--- src/rtl/sram_bridge_1x2_pkg.sv ---
// Shared definitions for the 1-master / 2-slave SRAM bridge.
// Contents:
//   region_e   - decoded target of a request (none, data RAM, MMIO, unmapped)
//   DEF_*      - default base/mask constants for the two slave windows
package sram_bridge_1x2_pkg;

  typedef enum logic [1:0] {
    REG_NONE = 2'd0,
    REG_S0   = 2'd1,
    REG_S1   = 2'd2,
    REG_BAD  = 2'd3
  } region_e;

  localparam logic [31:0] DEF_S0_BASE = 32'h0000_0000;
  localparam logic [31:0] DEF_S0_MASK = 32'hf000_0000;
  localparam logic [31:0] DEF_S1_BASE = 32'h1faf_0000;
  localparam logic [31:0] DEF_S1_MASK = 32'hffff_0000;

endpackage

--- src/rtl/sram_addr_decode.sv ---
// Combinational address-to-region decoder.
// Ports:
//   addr   in  AW  request address
//   region out 2   REG_S1 / REG_S0 / REG_BAD (never REG_NONE)
// The MMIO window is checked first so it can sit inside the data-RAM window.
module sram_addr_decode
  import sram_bridge_1x2_pkg::*;
#(
  parameter int unsigned    AW      = 32,
  parameter logic [AW-1:0]  S0_BASE = AW'(DEF_S0_BASE),
  parameter logic [AW-1:0]  S0_MASK = AW'(DEF_S0_MASK),
  parameter logic [AW-1:0]  S1_BASE = AW'(DEF_S1_BASE),
  parameter logic [AW-1:0]  S1_MASK = AW'(DEF_S1_MASK)
) (
  input  logic [AW-1:0] addr,
  output region_e       region
);

  // Priority decode: MMIO window, then data RAM window, else unmapped
  always_comb begin
    region = REG_BAD;
    if ((addr & S1_MASK) == S1_BASE) begin
      region = REG_S1;
    end else if ((addr & S0_MASK) == S0_BASE) begin
      region = REG_S0;
    end else begin
      region = REG_BAD;
    end
  end

endmodule

--- src/rtl/sram_bridge_1x2.sv ---
// Single-master to dual-slave SRAM-interface bridge.
// Ports:
//   clk, resetn                 clock, async active-low reset
//   m_en/m_wen/m_addr/m_wdata   master request (wen all-zero = read)
//   m_rdata, m_err              response, one cycle after the request
//   sN_en                       per-slave request valid (combinational)
//   sN_wen/sN_addr/sN_wdata     request fields broadcast to both slaves
//   sN_rdata                    slave read data, valid the cycle after sN_en
//   err_clr                     clears err_sticky and bad_cnt
//   err_sticky/err_addr/bad_cnt unmapped-access debug status
// Requests decode combinationally; only the response select is registered,
// so back-to-back requests to either slave flow with no bubble.
module sram_bridge_1x2
  import sram_bridge_1x2_pkg::*;
#(
  parameter int unsigned    AW      = 32,
  parameter int unsigned    DW      = 32,
  parameter logic [AW-1:0]  S0_BASE = AW'(DEF_S0_BASE),
  parameter logic [AW-1:0]  S0_MASK = AW'(DEF_S0_MASK),
  parameter logic [AW-1:0]  S1_BASE = AW'(DEF_S1_BASE),
  parameter logic [AW-1:0]  S1_MASK = AW'(DEF_S1_MASK)
) (
  input  logic            clk,
  input  logic            resetn,
  input  logic            m_en,
  input  logic [DW/8-1:0] m_wen,
  input  logic [AW-1:0]   m_addr,
  input  logic [DW-1:0]   m_wdata,
  output logic [DW-1:0]   m_rdata,
  output logic            m_err,
  output logic            s0_en,
  output logic [DW/8-1:0] s0_wen,
  output logic [AW-1:0]   s0_addr,
  output logic [DW-1:0]   s0_wdata,
  input  logic [DW-1:0]   s0_rdata,
  output logic            s1_en,
  output logic [DW/8-1:0] s1_wen,
  output logic [AW-1:0]   s1_addr,
  output logic [DW-1:0]   s1_wdata,
  input  logic [DW-1:0]   s1_rdata,
  input  logic            err_clr,
  output logic            err_sticky,
  output logic [AW-1:0]   err_addr,
  output logic [7:0]      bad_cnt
);

  region_e           region_s;
  region_e           rsel_r;
  logic              bad_req_s;
  logic [DW-1:0]     m_rdata_s;
  logic              err_sticky_r;
  logic [AW-1:0]     err_addr_r;
  logic [7:0]        bad_cnt_r;

  sram_addr_decode #(
    .AW      (AW),
    .S0_BASE (S0_BASE),
    .S0_MASK (S0_MASK),
    .S1_BASE (S1_BASE),
    .S1_MASK (S1_MASK)
  ) u_decode (
    .addr   (m_addr),
    .region (region_s)
  );

  assign bad_req_s = m_en && (region_s == REG_BAD);

  // Request path: enables gated by decode, other fields broadcast unchanged
  assign s0_en    = m_en && (region_s == REG_S0);
  assign s1_en    = m_en && (region_s == REG_S1);
  assign s0_wen   = m_wen;
  assign s1_wen   = m_wen;
  assign s0_addr  = m_addr;
  assign s1_addr  = m_addr;
  assign s0_wdata = m_wdata;
  assign s1_wdata = m_wdata;

  // Response select: remembers which slave owes data next cycle
  always_ff @(posedge clk or negedge resetn) begin
    if (!resetn) begin
      rsel_r <= REG_NONE;
    end else if (m_en) begin
      rsel_r <= region_s;
    end else begin
      rsel_r <= REG_NONE;
    end
  end

  // Response mux: unmapped and idle cycles return zero data
  always_comb begin
    m_rdata_s = {DW{1'b0}};
    case (rsel_r)
      REG_S0:  m_rdata_s = s0_rdata;
      REG_S1:  m_rdata_s = s1_rdata;
      default: m_rdata_s = {DW{1'b0}};
    endcase
  end

  assign m_rdata = m_rdata_s;
  assign m_err   = (rsel_r == REG_BAD);

  // Error capture: a new unmapped access takes precedence over err_clr
  always_ff @(posedge clk or negedge resetn) begin
    if (!resetn) begin
      err_sticky_r <= 1'b0;
      err_addr_r   <= {AW{1'b0}};
      bad_cnt_r    <= 8'd0;
    end else if (bad_req_s) begin
      // With err_clr the old capture is discarded, so this address is "first"
      if (!err_sticky_r || err_clr) begin
        err_addr_r <= m_addr;
      end else begin
        err_addr_r <= err_addr_r;
      end
      err_sticky_r <= 1'b1;
      if (err_clr) begin
        bad_cnt_r <= 8'd1;
      end else if (bad_cnt_r != 8'hff) begin
        bad_cnt_r <= bad_cnt_r + 8'd1;
      end else begin
        bad_cnt_r <= bad_cnt_r;
      end
    end else if (err_clr) begin
      err_sticky_r <= 1'b0;
      bad_cnt_r    <= 8'd0;
    end else begin
      err_sticky_r <= err_sticky_r;
      bad_cnt_r    <= bad_cnt_r;
    end
  end

  assign err_sticky = err_sticky_r;
  assign err_addr   = err_addr_r;
  assign bad_cnt    = bad_cnt_r;

endmodule

--- config.mk ---
export PLATFORM = sky130hd
export DESIGN_NAME = sram_bridge_1x2
export DESIGN_NICKNAME = d
export VERILOG_FILES = /design/src/rtl/sram_bridge_1x2_pkg.sv /design/src/rtl/sram_addr_decode.sv /design/src/rtl/sram_bridge_1x2.sv
export SDC_FILE = /design/constraint.sdc
export NUM_CORES = 1
export LEC_CHECK = 0
export BUFFER_PORTS_ARGS = -buffer_cell sky130_fd_sc_hd__buf_2
export CORE_AREA = 4 4 135 137
export DETAILED_ROUTE_END_ITERATION = 6
export DIE_AREA = 0 0 139 141
export GPL_TIMING_DRIVEN = 0
export PLACE_DENSITY_LB_ADDON = 0.2
export SYNTH_ARGS = -nofsm -noshare
export SYNTH_HDL_FRONTEND = slang
export SYNTH_SLANG_ARGS = --single-unit
--- constraint.sdc ---
create_clock -name clk -period 1.8 [get_ports clk]
set_input_delay 0.27 -clock clk [delete_from_list [all_inputs] [get_ports clk]]
set_output_delay 0.27 -clock clk [all_outputs]
set_load 0.1 [all_outputs]
==> flow_summary.yaml <==
run_status:
  status: "finished with violations"
  violations: "setup timing"
placement:
  dp_hpwl_microns: 12300
  port_buffers: 309
  post-place-ws_ns: -0.771
  place_area_sq_um: 5610
  place.gp.congestion: 0.902
layout:
  register_area_sq_um: 1100
  final_util_pct: 40.7
  final_common_cell: "buf_2"
  fin_area_sq_um: 6950
  area_delta_synth_final_pct: 103
  drive_above_1_share_pct: 88.3
  multiInputGateArea_sq_um: 1720
  final_cell_mix: "271 x buf_2, 155 x buf_4, 36 x buf_12"
  fin_nets: 833
  nFillCells: 1661
power:
  p_per_area_nw_per_um2: 909
  p_leak_nw: 3.44
  power_mw: 6.31
  ir_drop_mv: 0.588
flow_run:
  drv_cap: 0
routing:
  drtPass1Iterations: 4
  drtIter0Drc: 57
  via_per_inst: 4.04
  detail-route-antenna-nets: 0
  routed_wl_microns: 15300
  drc: 0
  wire_per_inst_microns: 16.6
  vias: 3717
clock_tree:
  htree_num_levels: 2
  root_buffer: "clkbuf_16"
  cts_sinks: 43
  clk_pin_slew_ns: 0.07
  numCtsBuffers: 5
  tritoncts: "built"
  cts_buffer_depth: 2
  cts_hold_buf: 0
  insertion_delay_ns: 0.28
sta:
  holdWs_ns: 0.165
  setup_ws_ns: -0.109
  setup_viol: 62
  slew_viol_final: 0
  tightest_slew_ns: 1.03
  timing.final.crit_share_pct: 106
  hold_viol_final: 0
  fmax_mhz: 524
  fin_skew_ns: 0.00503
  finalCriticalPeriod_ns: 1.91
  timing.max_slew.rel_slack_pct: 31.6
  rsz0062_at_grt: "true"
global_route:
  grt_pass1_wl_microns: 22900
  overflow: 0
  grt_use_total_pct: 14.6
  grt_max_degree: 44
  antenna_found_initial: 3
  grt_pass1_vias: 4002
floorplan:
  die_y_microns: 141
  initial_core_util_pct: 20.1
  fp-row-count: 48
  num_io_pins: 348
  fp.dieW_microns: 139
  core_sq_um: 17100
  die_area_sq_um: 19600
logic_synthesis:
  ys_seq_area_share_pct: 31.4
  ys.warnings.count: 0
  netlist-cell-type-count: 33
  syn_area_per_cell_sq_um: 9.68
  syn_nets: 494
  ys_seq_elements: 43
  synthCells: 354
  syn_area_sq_um: 3430
worst_setup_path:
  worstPathRequired_ns: 1.53
  crit_fanout: 8
  endpoint_kind: "primary output"
  worstReg2RegStart: "bad_cnt[1]$_DFFE_PN0P_"
  crit_arrival_ns: 1.64
  worst-path-buf-inv: 3
  crit_path_cell_trace: "inv_2 -> ha_4 -> clkbuf_16 -> a22oi_2 -> nor2_4 -> buf_12"
  setup.worst_path.start_class: "flop"
  criticalPathCategory: "flop to primary output"
  cp_top_family: "flip-flops"
  critPathSlowestCell: "dfrtp_2"
  r2r_setup_slack_ns: 0.05
  reg2regPathDepth: 6
  slowest_delay_ns: 0.45
  rr_endpoint: "bad_cnt[4]$_DFFE_PN0P_"
worst_hold_path:
  min_path_type: "primary input to asynchronous set/reset pin"
-- cell families (layout without fill, tap and decap cells) --
logic type	count (synthesis)	after routing	share of synthesized area (%)
AO/OA/AOI/OAI	54	54	11.0
multiplexers	31	31	13.4
adder cells (fa/ha/maj)	4	4	1.46
AND/OR/NAND/NOR	65	65	9.83
flip-flops	43	43	31.4
buffers and inverters	157	497	33.0
other	0	2	0
-- report_power, final --
part           switching, mW  total, mW  internal [mW]
Clock                  0.385       1.04          0.656
Combinational           3.06       4.10           1.04
Sequential            0.0757       1.17           1.10
-- metrics by stage --
| step | instances | setup TNS [ns] |
|---|---|---|
| after floorplan | 354 | -4.41 |
| after global routing | 921 | -6.97 |
| after global placement | 888 | -19.09 |
| after detailed placement | 888 | -20.19 |
| after CTS | 910 | -5.25 |
| final | 921 | -4.23 |
-- state kept, by name, indices dropped and copies added (netlist names) --
name and count:
err_sticky 1, err_addr 32, rsel_r 2, bad_cnt 8
-- worst max-delay path by stage --
stage,slack [ns],to,from,cells past startpoint
after global placement,-0.76,s1_en,m_addr[20],6
after CTS,-0.12,s1_en,m_addr[29],6
after detailed placement,-0.77,s1_en,m_addr[20],6
after floorplan,-0.15,err_addr[10]$_DFFE_PN0P_,m_addr[30],6
final,-0.11,m_rdata[17],rsel_r[0]$_DFF_PN0_,6
after global routing,-0.18,m_rdata[17],rsel_r[0]$_DFF_PN0_,6
-- cell type report --
| type | instances | share of cell area [%] |
|---|---|---|
| plain buffers | 151 | 18.9 |
| repair buffers | 333 | 33.7 |
| clock inverters | 2 | 0.540 |
| multi-input cells | 154 | 24.7 |
| flip-flops and latches | 43 | 15.9 |
| diodes | 2 | 0.0720 |
| well taps | 225 | 4.05 |
| inverters | 5 | 0.270 |
| clock buffers | 6 | 1.85 |
-- routing by layer --
| metal | part of all wire (%) | GRT usage [%] | wire, microns | up-vias |
|---|---|---|---|---|
| li1 | - | - | - | 1761 |
| met1 | 34 | 14.9 | 5240 | 1733 |
| met2 | 55 | 28.3 | 8380 | 206 |
| met3 | 8.9 | 4.65 | 1360 | 15 |
| met4 | 1.7 | 4.17 | 266 | 2 |
| met5 | 0.085 | 0 | 13 | - |
-- cell usage after synthesis --
cell type / n / area share (%)
a211oi_1: 1 / 0.22
a21boi_0: 1 / 0.22
a21oi_1: 6 / 0.88
a22oi_1: 32 / 7.0
a31o_2: 1 / 0.26
and3_1: 3 / 0.55
buf_4: 136 / 30
buf_6: 4 / 1.3
clkbuf_1: 12 / 1.3
dfrtp_1: 43 / 31
ha_1: 4 / 1.5
inv_1: 5 / 0.55
mux2_2: 2 / 0.66
mux2_4: 29 / 13
nand2_1: 5 / 0.55
nand2b_1: 1 / 0.18
nand3_1: 6 / 0.88
nand4_1: 2 / 0.37
nand4b_1: 3 / 0.77
nor2_1: 33 / 3.6
nor2b_1: 1 / 0.18
nor3b_1: 1 / 0.22
nor4_2: 1 / 0.37
nor4b_1: 1 / 0.26
o2111ai_1: 1 / 0.26
o21a_1: 1 / 0.22
o21ai_0: 7 / 1.0
o21bai_1: 1 / 0.22
o31ai_1: 3 / 0.66
or3_1: 2 / 0.37
or3_4: 1 / 0.33
or4_1: 4 / 0.88
or4_4: 1 / 0.33
-- what timing repair did --
item / in CTS / in global routing
resized for setup: 200 / 18
endpoints found under the setup margin: 63 / 66
pin swaps: 21 / 28
cloned: 3 / 4
endpoints found under the hold margin: 0 / 0
setup buffers: 11 / 6
Power figures use the tool's default switching activity.
